--- config.mk ---
export PLATFORM = sky130hd
export DESIGN_NAME = ftdi_fifo_async
export DESIGN_NICKNAME = d
export VERILOG_FILES = /design/src/rtl/ftdi_fifo_async_pkg.sv /design/src/rtl/ftdi_fifo_async_sync2.sv /design/src/rtl/ftdi_fifo_async.sv
export SDC_FILE = /design/constraint.sdc
export NUM_CORES = 1
export LEC_CHECK = 0
export ABC_CLOCK_PERIOD_IN_PS = 2100
export CAP_MARGIN = 20
export CORE_UTILIZATION = 54
export DETAILED_ROUTE_END_ITERATION = 7
export DONT_BUFFER_PORTS = 1
export PLACE_DENSITY = 0.69
export SLEW_MARGIN = 20
export SYNTH_ARGS = -nofsm -noshare
export SYNTH_HDL_FRONTEND = slang
export SYNTH_HIERARCHICAL = 1
export SYNTH_SLANG_ARGS = --single-unit
--- constraint.sdc ---
create_clock -name clk -period 2.1 [get_ports clk]
set_clock_uncertainty 0.1 [all_clocks]
set_input_delay 0.42 -clock clk [delete_from_list [all_inputs] [get_ports clk]]
set_output_delay 0.42 -clock clk [all_outputs]
set_load 0.01 [all_outputs]
--- src/rtl/ftdi_fifo_async_pkg.sv ---
// rtl/ftdi_fifo_async_pkg.sv - shared state encodings, pin-direction constants and parameter checks
package ftdi_fifo_async_pkg;

  typedef enum logic [2:0] {
    ST_IDLE      = 3'd0,
    ST_RD_STROBE = 3'd1,
    ST_WR_SETUP  = 3'd2,
    ST_WR_STROBE = 3'd3,
    ST_WR_HOLD   = 3'd4,
    ST_RECOVER   = 3'd5
  } state_t;

  typedef enum logic {
    SRV_READ  = 1'b0,
    SRV_WRITE = 1'b1
  } served_t;

  localparam logic PIN_DIR_OUT = 1'b1;
  localparam logic PIN_DIR_IN  = 1'b0;

  localparam int CNT_W = 8;

  function automatic bit params_ok(input int rd_pulse, input int wr_pulse,
                                   input int recovery, input int flush_idle);
    return (rd_pulse >= 1) && (rd_pulse <= 255) &&
           (wr_pulse >= 1) && (wr_pulse <= 255) &&
           (recovery >= 3) && (recovery <= 255) &&
           (flush_idle >= 1);
  endfunction

endpackage

--- src/rtl/ftdi_fifo_async_sync2.sv ---
// rtl/ftdi_fifo_async_sync2.sv - two-flop synchroniser with a configurable reset value
module ftdi_fifo_async_sync2 #(
  parameter logic RESET_VAL = 1'b1
) (
  input  logic clk,
  input  logic rst,
  input  logic d,
  output logic q
);

  logic s1_q, s1_d;
  logic s2_q, s2_d;

  always_comb begin
    s1_d = d;
    s2_d = s1_q;
  end

  always_ff @(posedge clk) begin
    if (rst) begin
      s1_q <= RESET_VAL;
      s2_q <= RESET_VAL;
    end else begin
      s1_q <= s1_d;
      s2_q <= s2_d;
    end
  end

  assign q = s2_q;

endmodule

--- src/rtl/ftdi_fifo_async.sv ---
// rtl/ftdi_fifo_async.sv - FT2232H async 245 FIFO host controller; FTDI_SIWU_FLUSH_EN adds idle SIWU flush
module ftdi_fifo_async
  import ftdi_fifo_async_pkg::*;
#(
  parameter int RD_PULSE   = 3,
  parameter int WR_PULSE   = 3,
  parameter int RECOVERY   = 4,
  parameter int FLUSH_IDLE = 64
) (
  input  logic       clk,
  input  logic       rst,
  input  logic [7:0] d_in,
  output logic [7:0] d_out,
  output logic       d_dir,
  input  logic       rxf_n,
  input  logic       txe_n,
  output logic       rd_n,
  output logic       wr_n,
  output logic       siwu,
  input  logic       clkout,
  output logic       oe_n,
  output logic [7:0] rx_data,
  output logic       rx_valid,
  input  logic       rx_ready,
  input  logic [7:0] tx_data,
  input  logic       tx_valid,
  output logic       tx_ready
);

  if (!params_ok(RD_PULSE, WR_PULSE, RECOVERY, FLUSH_IDLE)) begin : g_param_check
    $error("ftdi_fifo_async: illegal RD_PULSE/WR_PULSE/RECOVERY/FLUSH_IDLE");
  end

  localparam logic [CNT_W-1:0] RD_LAST  = CNT_W'(RD_PULSE - 1);
  localparam logic [CNT_W-1:0] WR_LAST  = CNT_W'(WR_PULSE - 1);
  // The IDLE decision cycle is the last of the RECOVERY high cycles, so RECOVER itself lasts one less.
  localparam logic [CNT_W-1:0] REC_LAST = CNT_W'(RECOVERY - 2);

  state_t            state_q, state_d;
  served_t           last_q, last_d;
  logic [CNT_W-1:0]  cnt_q, cnt_d;
  logic              rd_n_q, rd_n_d;
  logic              wr_n_q, wr_n_d;
  logic              d_dir_q, d_dir_d;
  logic [7:0]        d_out_q, d_out_d;
  logic [7:0]        rx_data_q, rx_data_d;
  logic              rx_valid_q, rx_valid_d;

  logic rxf_s, txe_s;
  logic rd_req, wr_grant, rd_grant, wr_start, flush_busy;
  logic unused_clkout;

  assign unused_clkout = clkout;

  ftdi_fifo_async_sync2 #(.RESET_VAL(1'b1)) u_sync_rxf (
    .clk (clk), .rst (rst), .d (rxf_n), .q (rxf_s)
  );

  ftdi_fifo_async_sync2 #(.RESET_VAL(1'b1)) u_sync_txe (
    .clk (clk), .rst (rst), .d (txe_n), .q (txe_s)
  );

  // Write grant depends only on flags and round-robin history so tx_ready never loops through tx_valid.
  always_comb begin
    rd_req   = !rxf_s && !rx_valid_q;
    wr_grant = !txe_s && (!rd_req || (last_q == SRV_READ)) && !flush_busy;
    rd_grant = rd_req && !(wr_grant && tx_valid) && !flush_busy;
    tx_ready = (state_q == ST_IDLE) && wr_grant;
  end

  always_comb begin
    state_d    = state_q;
    last_d     = last_q;
    cnt_d      = cnt_q;
    rd_n_d     = rd_n_q;
    wr_n_d     = wr_n_q;
    d_dir_d    = d_dir_q;
    d_out_d    = d_out_q;
    rx_data_d  = rx_data_q;
    rx_valid_d = rx_valid_q;
    wr_start   = 1'b0;

    if (rx_valid_q && rx_ready) rx_valid_d = 1'b0;

    case (state_q)
      ST_IDLE: begin
        if (tx_ready && tx_valid) begin
          d_out_d  = tx_data;
          d_dir_d  = PIN_DIR_OUT;
          last_d   = SRV_WRITE;
          wr_start = 1'b1;
          state_d  = ST_WR_SETUP;
        end else if (rd_grant) begin
          rd_n_d  = 1'b0;
          cnt_d   = '0;
          last_d  = SRV_READ;
          state_d = ST_RD_STROBE;
        end
      end
      ST_RD_STROBE: begin
        if (cnt_q == RD_LAST) begin
          rx_data_d  = d_in;
          rx_valid_d = 1'b1;
          rd_n_d     = 1'b1;
          cnt_d      = '0;
          state_d    = ST_RECOVER;
        end else begin
          cnt_d = cnt_q + CNT_W'(1);
        end
      end
      ST_WR_SETUP: begin
        wr_n_d  = 1'b0;
        cnt_d   = '0;
        state_d = ST_WR_STROBE;
      end
      ST_WR_STROBE: begin
        if (cnt_q == WR_LAST) begin
          wr_n_d  = 1'b1;
          state_d = ST_WR_HOLD;
        end else begin
          cnt_d = cnt_q + CNT_W'(1);
        end
      end
      ST_WR_HOLD: begin
        d_dir_d = PIN_DIR_IN;
        cnt_d   = '0;
        state_d = ST_RECOVER;
      end
      ST_RECOVER: begin
        if (cnt_q == REC_LAST) begin
          cnt_d   = '0;
          state_d = ST_IDLE;
        end else begin
          cnt_d = cnt_q + CNT_W'(1);
        end
      end
      default: begin
        state_d = ST_IDLE;
        cnt_d   = '0;
      end
    endcase
  end

  always_ff @(posedge clk) begin
    if (rst) begin
      state_q    <= ST_IDLE;
      last_q     <= SRV_WRITE;
      cnt_q      <= '0;
      rd_n_q     <= 1'b1;
      wr_n_q     <= 1'b1;
      d_dir_q    <= PIN_DIR_IN;
      d_out_q    <= 8'h00;
      rx_data_q  <= 8'h00;
      rx_valid_q <= 1'b0;
    end else begin
      state_q    <= state_d;
      last_q     <= last_d;
      cnt_q      <= cnt_d;
      rd_n_q     <= rd_n_d;
      wr_n_q     <= wr_n_d;
      d_dir_q    <= d_dir_d;
      d_out_q    <= d_out_d;
      rx_data_q  <= rx_data_d;
      rx_valid_q <= rx_valid_d;
    end
  end

`ifdef FTDI_SIWU_FLUSH_EN
  localparam int IDLE_W = $clog2(FLUSH_IDLE + 1);
  localparam logic [IDLE_W-1:0] IDLE_LAST = IDLE_W'(FLUSH_IDLE - 1);

  logic [IDLE_W-1:0] idle_cnt_q, idle_cnt_d;
  logic [CNT_W-1:0]  flush_cnt_q, flush_cnt_d;
  logic              arm_q, arm_d;
  logic              siwu_q, siwu_d;

  // While siwu is low the arbiter is frozen, keeping the pulse inside IDLE.
  assign flush_busy = !siwu_q;

  always_comb begin
    idle_cnt_d  = idle_cnt_q;
    flush_cnt_d = flush_cnt_q;
    arm_d       = arm_q;
    siwu_d      = siwu_q;
    if (wr_start) begin
      arm_d      = 1'b1;
      idle_cnt_d = '0;
    end else if (!siwu_q) begin
      if (flush_cnt_q == WR_LAST) begin
        siwu_d      = 1'b1;
        flush_cnt_d = '0;
      end else begin
        flush_cnt_d = flush_cnt_q + CNT_W'(1);
      end
    end else if ((state_q == ST_IDLE) && !tx_valid && !rd_grant && arm_q) begin
      if (idle_cnt_q == IDLE_LAST) begin
        siwu_d      = 1'b0;
        arm_d       = 1'b0;
        idle_cnt_d  = '0;
        flush_cnt_d = '0;
      end else begin
        idle_cnt_d = idle_cnt_q + IDLE_W'(1);
      end
    end else begin
      idle_cnt_d = '0;
    end
  end

  always_ff @(posedge clk) begin
    if (rst) begin
      idle_cnt_q  <= '0;
      flush_cnt_q <= '0;
      arm_q       <= 1'b0;
      siwu_q      <= 1'b1;
    end else begin
      idle_cnt_q  <= idle_cnt_d;
      flush_cnt_q <= flush_cnt_d;
      arm_q       <= arm_d;
      siwu_q      <= siwu_d;
    end
  end

  assign siwu = siwu_q;
`else
  logic unused_wr_start;

  assign unused_wr_start = wr_start;
  assign flush_busy      = 1'b0;
  assign siwu            = 1'b1;
`endif

  assign rd_n     = rd_n_q;
  assign wr_n     = wr_n_q;
  assign d_dir    = d_dir_q;
  assign d_out    = d_out_q;
  assign oe_n     = 1'b1;
  assign rx_data  = rx_data_q;
  assign rx_valid = rx_valid_q;

endmodule

# --- Word-level counts from Yosys, hierarchy flattened ---
# Cells that the tools add are included.
op_classes:
  add_sub_neg: 1
  eq_ne: 14
  n_mux: 22
  n_bitwise: 1
  n_reduce_logical: 27
op_table:
  columns: ["op", "n"]
  rows:
  - ["$mux W8", 4]
  - ["$pmux W8 S3", 1]
  - ["$pmux W3 S6", 1]
  - ["$mux W3", 5]
  - ["$ne A2 B2 Y1 const B", 6]
  - ["$reduce_and A2 Y1", 5]
  - ["$add A8 B1 Y8 const B", 1]
  - ["$eq A8 B2 Y1 const B", 1]
  - ["$mux W1", 8]
  - ["$reduce_and A4 Y1", 2]
  - ["$reduce_bool A2 Y1", 4]
  - ["$logic_and A1 B1 Y1", 7]
  - ["$eq A3 B2 Y1 const B", 2]
  - ["$eq A3 B3 Y1 const B", 2]
  - ["$pmux W1 S2", 3]
  - ["$logic_not A1 Y1", 5]
  - ["$eq A3 B1 Y1 const B", 1]
  - ["$logic_not A3 Y1", 1]
  - ["$ne A3 B2 Y1 const B", 1]
  - ["$reduce_and A3 Y1", 1]
  - ["$ne A2 B1 Y1 const B", 1]
  - ["$reduce_or A2 Y1", 1]
  - ["$logic_or A1 B1 Y1", 1]
  - ["$not A1 Y1", 1]
word_totals:
  register_bits: 36
  in_bits: 23

# --- Logic depth before layout (Yosys ltp) ---
depth:
  word_depth: 11
  mapped_depth: 8
  ltp_nobuf: 7

# --- Modules after synthesis ---
# The synthesis kept the hierarchy.
modules_own_cells:
  columns: ["mod", "n_inst", "cells_per_inst", "area_per_inst_um2"]
  rows:
  - ["ftdi_fifo_async", 1, 151, 1422.6]
  - ["ftdi_fifo_async_sync2", 2, 4, 52.6]

# --- Least setup slack after synthesis ---
# OpenSTA, ideal clock, no wires.
synth_path:
  path_kind: "register to register"
  from: "register cnt_q[0]"
  to: "register cnt_q[7]"
  setup_time_ns: 0.066
  t_arrival_ns: 1.662
  slack_ns: 0.272
  path_stages_with_launch: 8
  n_path_buf: 0
  path_cell_list: "dfxtp_1 -> inv_1 -> ha_1 -> nor4b_4 -> nand4bb_1 -> nand2_2 -> or4_1 -> a21oi_2"
synth_between:
  elab_chain_len: 3
  elab_cells_between_ends: 7
synth_lines:
  columns: ["element", "line_no", "rtl"]
  rows:
  - ["start: declaration", "ftdi_fifo_async.sv:41", "logic [CNT_W-1:0] cnt_q, cnt_d;"]
  - ["start signal: assignment", "ftdi_fifo_async.sv:158", "cnt_q <= cnt_d;"]
  - ["$add A8 B1 Y8 or $eq A8 B2 Y1 (tied branches)", null, null]
  - ["$mux W8, or another cell as far along", "ftdi_fifo_async.sv:101, ftdi_fifo_async.sv:130", null]
  - ["$pmux W8 S3 or $reduce_and A3 Y1 (tied branches)", null, null]
# Several ways; a longest one is shown, not always the timed one. The select of a mux whose other input is x is not followed.
# A chain may end at the register's enable or synchronous reset.

# --- Worst setup path in the final report ---
layout_path:
  from: "register rx_valid_q (netlist: rx_valid)"
  to: "output tx_ready"
layout_between:
  elab_chain_len: 6
layout_lines:
  columns: ["element", "line_no", "rtl"]
  rows:
  - ["start: declaration", "ftdi_fifo_async.sv:47", "logic rx_valid_q, rx_valid_d;"]
  - ["start signal: assignment", "ftdi_fifo_async.sv:164", "rx_valid_q <= rx_valid_d;"]
  - ["$logic_not A1 Y1", "ftdi_fifo_async.sv:65", "rd_req = !rxf_s && !rx_valid_q;"]
  - ["$logic_and A1 B1 Y1", "ftdi_fifo_async.sv:65", null]
  - ["$logic_not A1 Y1", "ftdi_fifo_async.sv:66", "wr_grant = !txe_s && (!rd_req || (last_q == SRV_READ)) && !flush_busy;"]
  - ["$logic_or A1 B1 Y1", "ftdi_fifo_async.sv:66", null]
  - ["$logic_and A1 B1 Y1", "ftdi_fifo_async.sv:66", null]
  - ["$logic_and A1 B1 Y1", "ftdi_fifo_async.sv:68", "tx_ready = (state_q == ST_IDLE) && wr_grant;"]
  - ["end: declaration", "ftdi_fifo_async.sv:27", "output logic tx_ready"]
# Every way passes these cells.

==> run_results.csv <==
group,metric,value,unit
placed_design,dp.final_hpwl,1880,um
logic_synthesis,synth_seq_cells,36,
die,coreArea,2570,um2
die,initial_core_util,59.5,%
die,io-pin-count,46,
logic_synthesis,ys.flop_type,"dfxtp_1",
setup_path,cp_slowest_cell,"dfxtp_1",
grt,grt_pass1_vias,1055,
status,status,"finished, final reports clean",
grt,grt_max_degree,31,
clock_network,tritoncts,"built",
logic_synthesis,async_flop_share,0,%
logic_synthesis,yosysSeqAreaShare,47.2,%
detailed_routing,drc,0,
clock_network,cts_buffers,5,
layout,diodes,0,
detailed_routing,ant_nets,0,
clock_network,ctsRootBufferMaster,"clkbuf_4",
worst_hold_path,worstHoldPathType,"in2reg",
logic_synthesis,ys_warn_count,6,
logic_synthesis,synth-edff-count,0,
setup_path,critical_path.startpoint_type,"flop",
grt,globalRouteOverflowTotal,0,
power_and_ir_drop,power.total,1280,uW
layout,syn2layout_area_growth,6.31,%
setup_path,path_max_fanout,4,
logic_synthesis,synth.distinct_cells,42,
setup_path,reg2reg_slack,0.21,ns
logic_synthesis,synth_area,1530,um2
clock_network,path_clk_slew,0.11,ns
die,die_area,3050,um2
placed_design,place.gp.congestion,0.802,
layout,final_cell_area,1620,um2
sta,hold_viol,0,
power_and_ir_drop,power_density,789,nW/um2
die,die_y,55.2,um
power_and_ir_drop,leakagePower,0.000651,uW
sta,worst_pin_slew,0.507,ns
detailed_routing,drt_iter0_markers,10,
sta,maxSlewViolCount,0,
logic_synthesis,syn_area_per_cell,9.61,um2
sta,fmaxAchievable,528,MHz
sta,rsz0062_at_grt,"false",
sta,setup_ws,0.205,ns
detailed_routing,wl,2730,um
sta,setup_violations,0,
placed_design,pre_cts_slack,0.181,ns
detailed_routing,wl_per_cell,14.0,um
setup_path,critPathBufInv,0,
grt,grt_pass1_wl,4200,um
clock_network,clock_path_buffers,2,
clock_network,cts_htree_levels,2,
placed_design,placed_area,1540,um2
setup_path,arrival,1.37,ns
detailed_routing,routed_via_density,5.53,
sta,whs,0.0302,ns
sta,slew_headroom,66.2,%
grt,antenna_found_initial,0,
layout,n_fill_cell,220,
logic_synthesis,synthCells,159,
die,die_w,55.2,um
layout,drive_gt1_share,12.7,%
die,rows,18,
detailed_routing,dr.pass1.iters,4,
setup_path,cp_top_family,"flip-flops",
grt,grt_usage,20.8,%
setup_path,path_cells,"nor2_1, a21oi_1, and2_1",
clock_network,cts_resized,0,
placed_design,portBuffers,0,
setup_path,critical_path_class,"reg2out",
setup_path,end_kind,"output pin",
layout,nets,189,
sta,fin_crit,1.89,ns
layout,final_cell_mix,"36 x dfxtp_1, 27 x nor2_1, 16 x mux2i_1",
setup_path,slowest_delay,0.42,ns
clock_network,insertion_delay,0.34,ns
clock_network,cts.sinks,36,
job,cap_violations,0,
sta,timing.setup.tns,0,ns
sta,period_share,90.2,%
detailed_routing,vias,1078,
setup_path,cp.required,1.58,ns
layout,final_common_cell,"dfxtp_1",
power_and_ir_drop,peakVddDrop,649,uV
==> where the power goes <==
group	internal, uW	switching (uW)
registers	709	20.5
logic	72.0	92.3
clock network	164	224
total	944	337
==> worst paths after layout <==
check / start / end / cells past startpoint
max: rx_valid / tx_ready / 3
min: rst / cnt_q[1] / 1
max reg2reg: cnt_q[0] / rx_data[5] / 8
min reg2reg: u_sync_txe/s1_q / u_sync_txe/q / 1
==> kinds of logic after synthesis <==
family,Yosys count,synth area share [%]
fa+ha+maj,2,1.64
simple gates,64,22.4
flops,36,47.2
other cells,1,0.245
buf+inv,13,5.08
compound gates,21,9.50
xor+xnor,6,3.44
mux,16,10.5
==> through the flow <==
step / instances / util, %
after floorplan: 160 / -
after global placement: 185 / 60.1
after detailed placement: 185 / 60.1
after CTS: 193 / 62.6
after global routing: 195 / 63.3
final: 195 / 63.3
==> repair_timing <==
item                                    4_1_cts  5_1_grt
buffers inserted                              0        1
endpoints found under the setup margin        0        1
hold buffers                                  0        1
hold endpoints to repair                      0        1
==> flip-flops by register name, summed over array words and instances (netlist names) <==
name             count
rx_data              8
u_sync_rxf/q         1
wr_n                 1
u_sync_rxf/s1_q      1
d_dir                1
u_sync_txe/s1_q      1
cnt_q                8
rd_n                 1
state_q              3
last_q               1
u_sync_txe/q         1
rx_valid             1
d_out                8
==> layer usage <==
| metal | global-route usage, % | vias up | share of wire (%) |
|---|---|---|---|
| met5 | 0 | - | 0 |
| met4 | 11.3 | 0 | 0.77 |
| met3 | 10.4 | 2 | 6.0 |
| met2 | 34.3 | 33 | 48 |
| met1 | 21.3 | 492 | 45 |
| li1 | - | 551 | - |
==> area by class of cell <==
cell class	instances	area [um2]	share of cell area [%]
Sequential cell	36	721	44.4
Multi-Input combinational cell	111	733	45.1
Clock buffer	7	55.1	3.39
Tap cell	30	37.5	2.31
Inverter	2	7.51	0.462
Timing Repair Buffer	8	62.6	3.85
Clock inverter	1	7.51	0.462
==> cell usage after synthesis, drive strengths merged (3+ instances only) <==
cell type | instances | area share, %
nor2 | 27 | 6.6
mux2i | 16 | 10
xor2 | 5 | 2.9
nand3 | 8 | 2.9
or2 | 6 | 2.5
a21oi | 8 | 3.1
nor3 | 3 | 0.98
buf | 7 | 3.5
dfxtp | 36 | 47
clkbuf | 4 | 1.1
nand2 | 5 | 1.4
Note: power is estimated with default switching activity, not from simulation.
==> patch, RTL diff (config.mk and constraints unchanged) <==
Build with the macro `FTDI_SIWU_FLUSH_EN` defined.
--- a/src/rtl/ftdi_fifo_async.sv
+++ b/src/rtl/ftdi_fifo_async.sv
@@ -1,4 +1,6 @@
 // rtl/ftdi_fifo_async.sv - FT2232H async 245 FIFO host controller; FTDI_SIWU_FLUSH_EN adds idle SIWU flush
+`define FTDI_SIWU_FLUSH_EN
+
 module ftdi_fifo_async
   import ftdi_fifo_async_pkg::*;
 #(
Check against the original RTL: same outputs for any inputs over 10 cycles, from zero or initial values and one cycle with rst high; that may be too few to reach the edited logic, so the function may still have changed.
==> patch against the original RTL <==
  * Critical endpoint unchanged
  * Synthesized cell count is 69% higher
  * Design area rose by 54%
  * Routed wire length is 58% higher
  * Sequential cell count is 17 higher
  * Register-to-register slack got worse by 0.03 ns
  * Combinational power is 9.8% lower
  * Sequential share of layout area fell by 1.9 points
  * Setup slack worse by 0.099 ns
  * Area after synthesis is 54% higher
  * Core utilization down 2.2 points
  * Power increased by 38%
  * Largest power group unchanged
==> patch: results (changes against the original RTL) <==
Status: completed (unchanged)
Final Routed Wirelength: 4.31 mm (was 2.73 mm)
Setup WS pre-CTS: 0.182 ns (was 0.181 ns)
Met3 WL: 212 um (was 163 um)
Fin cells: 321 (was 195)
Vias in the first global route: 1705 (was 1055)
Clock latency on the worst-skew pair: 0.30 ns (was 0.34 ns)
M1 WL: 2.12 mm (was 1.24 mm)
RD Place Congestion: 0.764 (was 0.802)
Post-synthesis mux area share: 3.83% (was 10.5%)
Via density: 5.76 (was 5.53)
Post-synthesis sequential area ratio: 45.1% (was 47.2%)
Cell variety after synth: 45 (was 42)
Root buffer cell: clkbuf_8 (was clkbuf_4)
Layout cell share with drive strength beyond 1: 7.38% (was 12.7%)
Worst path arrival time: 1.47 ns (was 1.37 ns)
Post-synthesis cell count: 269 (was 159)
Fillers: 374 (was 220)
Peak VDD IR: 401 uV (was 649 uV)
Post-synthesis compound-gate area fraction: 15.8% (was 9.50%)
Adder-cell share of the synthesized area: 2.66% (was 1.64%)
Global-route usage over all layers: 20.5% (was 20.8%)
Delay-heaviest family, CP: simple AND/OR/NAND/NOR gates (was flip-flops)
DR WL met2: 1.95 mm (was 1.31 mm)
Synth area leaders: dfxtp_1, a21oi_1, nor2_1, nand3_1, mux2i_1 (was dfxtp_1, mux2i_1, nor2_1, xor2_1, buf_4)
Hpwl dp: 2.99 mm (was 1.88 mm)
Leakage: 0.000974 uW (was 0.000651 uW)
Post-Synth XOR/XNOR Area: 1.86% (was 3.44%)
First-pass GRT wire length: 7.27 mm (was 4.20 mm)
Synth top cells by count: dfxtp_1, a21oi_1, nor2_1 (was dfxtp_1, nor2_1, mux2i_1)
Largest net degree at the start of global routing: 44 (was 31)
Crit Path Max Fanout: 13 (was 4)
Placed insts: 313 (was 185)
DRT iter0 DRCs: 89 (was 10)
patch: kinds of logic (layout without fill, tap and decap cells):
group,after synthesis,count (layout)
other,1,1
DFF,53,53
and+or+nand+nor,120,120
muxes,9,9
buffers and inverters,18,20
xor gates and xnor gates,5,5
adders and majority gates,5,5
AOI/OAI and AO/OA,58,58
patch: through the flow:
stage / util [%] / area, um2
after global placement: 58.9 / 2410
after global routing: 61.1 / 2500
after floorplan: - / 2350
final: 61.1 / 2500
after detailed placement: 58.9 / 2410
after CTS: 61.1 / 2500
patch: layout make-up:
type,count,area (um2),area share (%)
Multi-Input combinational cell,198,1200,48.2
Sequential cell,53,1060,42.5
Clock buffer,5,68.8,2.76
Timing Repair Buffer,9,67.6,2.71
Tap cell,50,62.6,2.51
Clock inverter,3,21.3,0.852
Inverter,3,11.3,0.451
patch: power by group through the flow:
stage / Clock [uW] / Sequential [uW] / Combinational, uW
3_5_place_dp: 0 / 1080 / 148
3_3_place_gp: 0 / 1080 / 149
2_1_floorplan: 0 / 1070 / 134
6_report: 571 / 1050 / 148
4_1_cts: 597 / 1050 / 149
5_1_grt: 627 / 1060 / 167
patch: final timing paths:
kind              slack (ns)  depth (start not counted)      endpoint       startpoint
setup / recovery        0.11                          3      tx_ready       state_q[0]
hold / removal          0.07                          1      d_out[6]              rst
hold reg to reg         0.31                          1  u_sync_txe/q  u_sync_txe/s1_q
setup reg to reg        0.18                          5      cnt_q[7]         rx_valid
patch: routing by layer:
layer	global-route usage (%)	up-vias
met5	0	-
met4	6.25	0
li1	-	961
met2	33.1	38
met3	5.83	4
met1	26.3	847
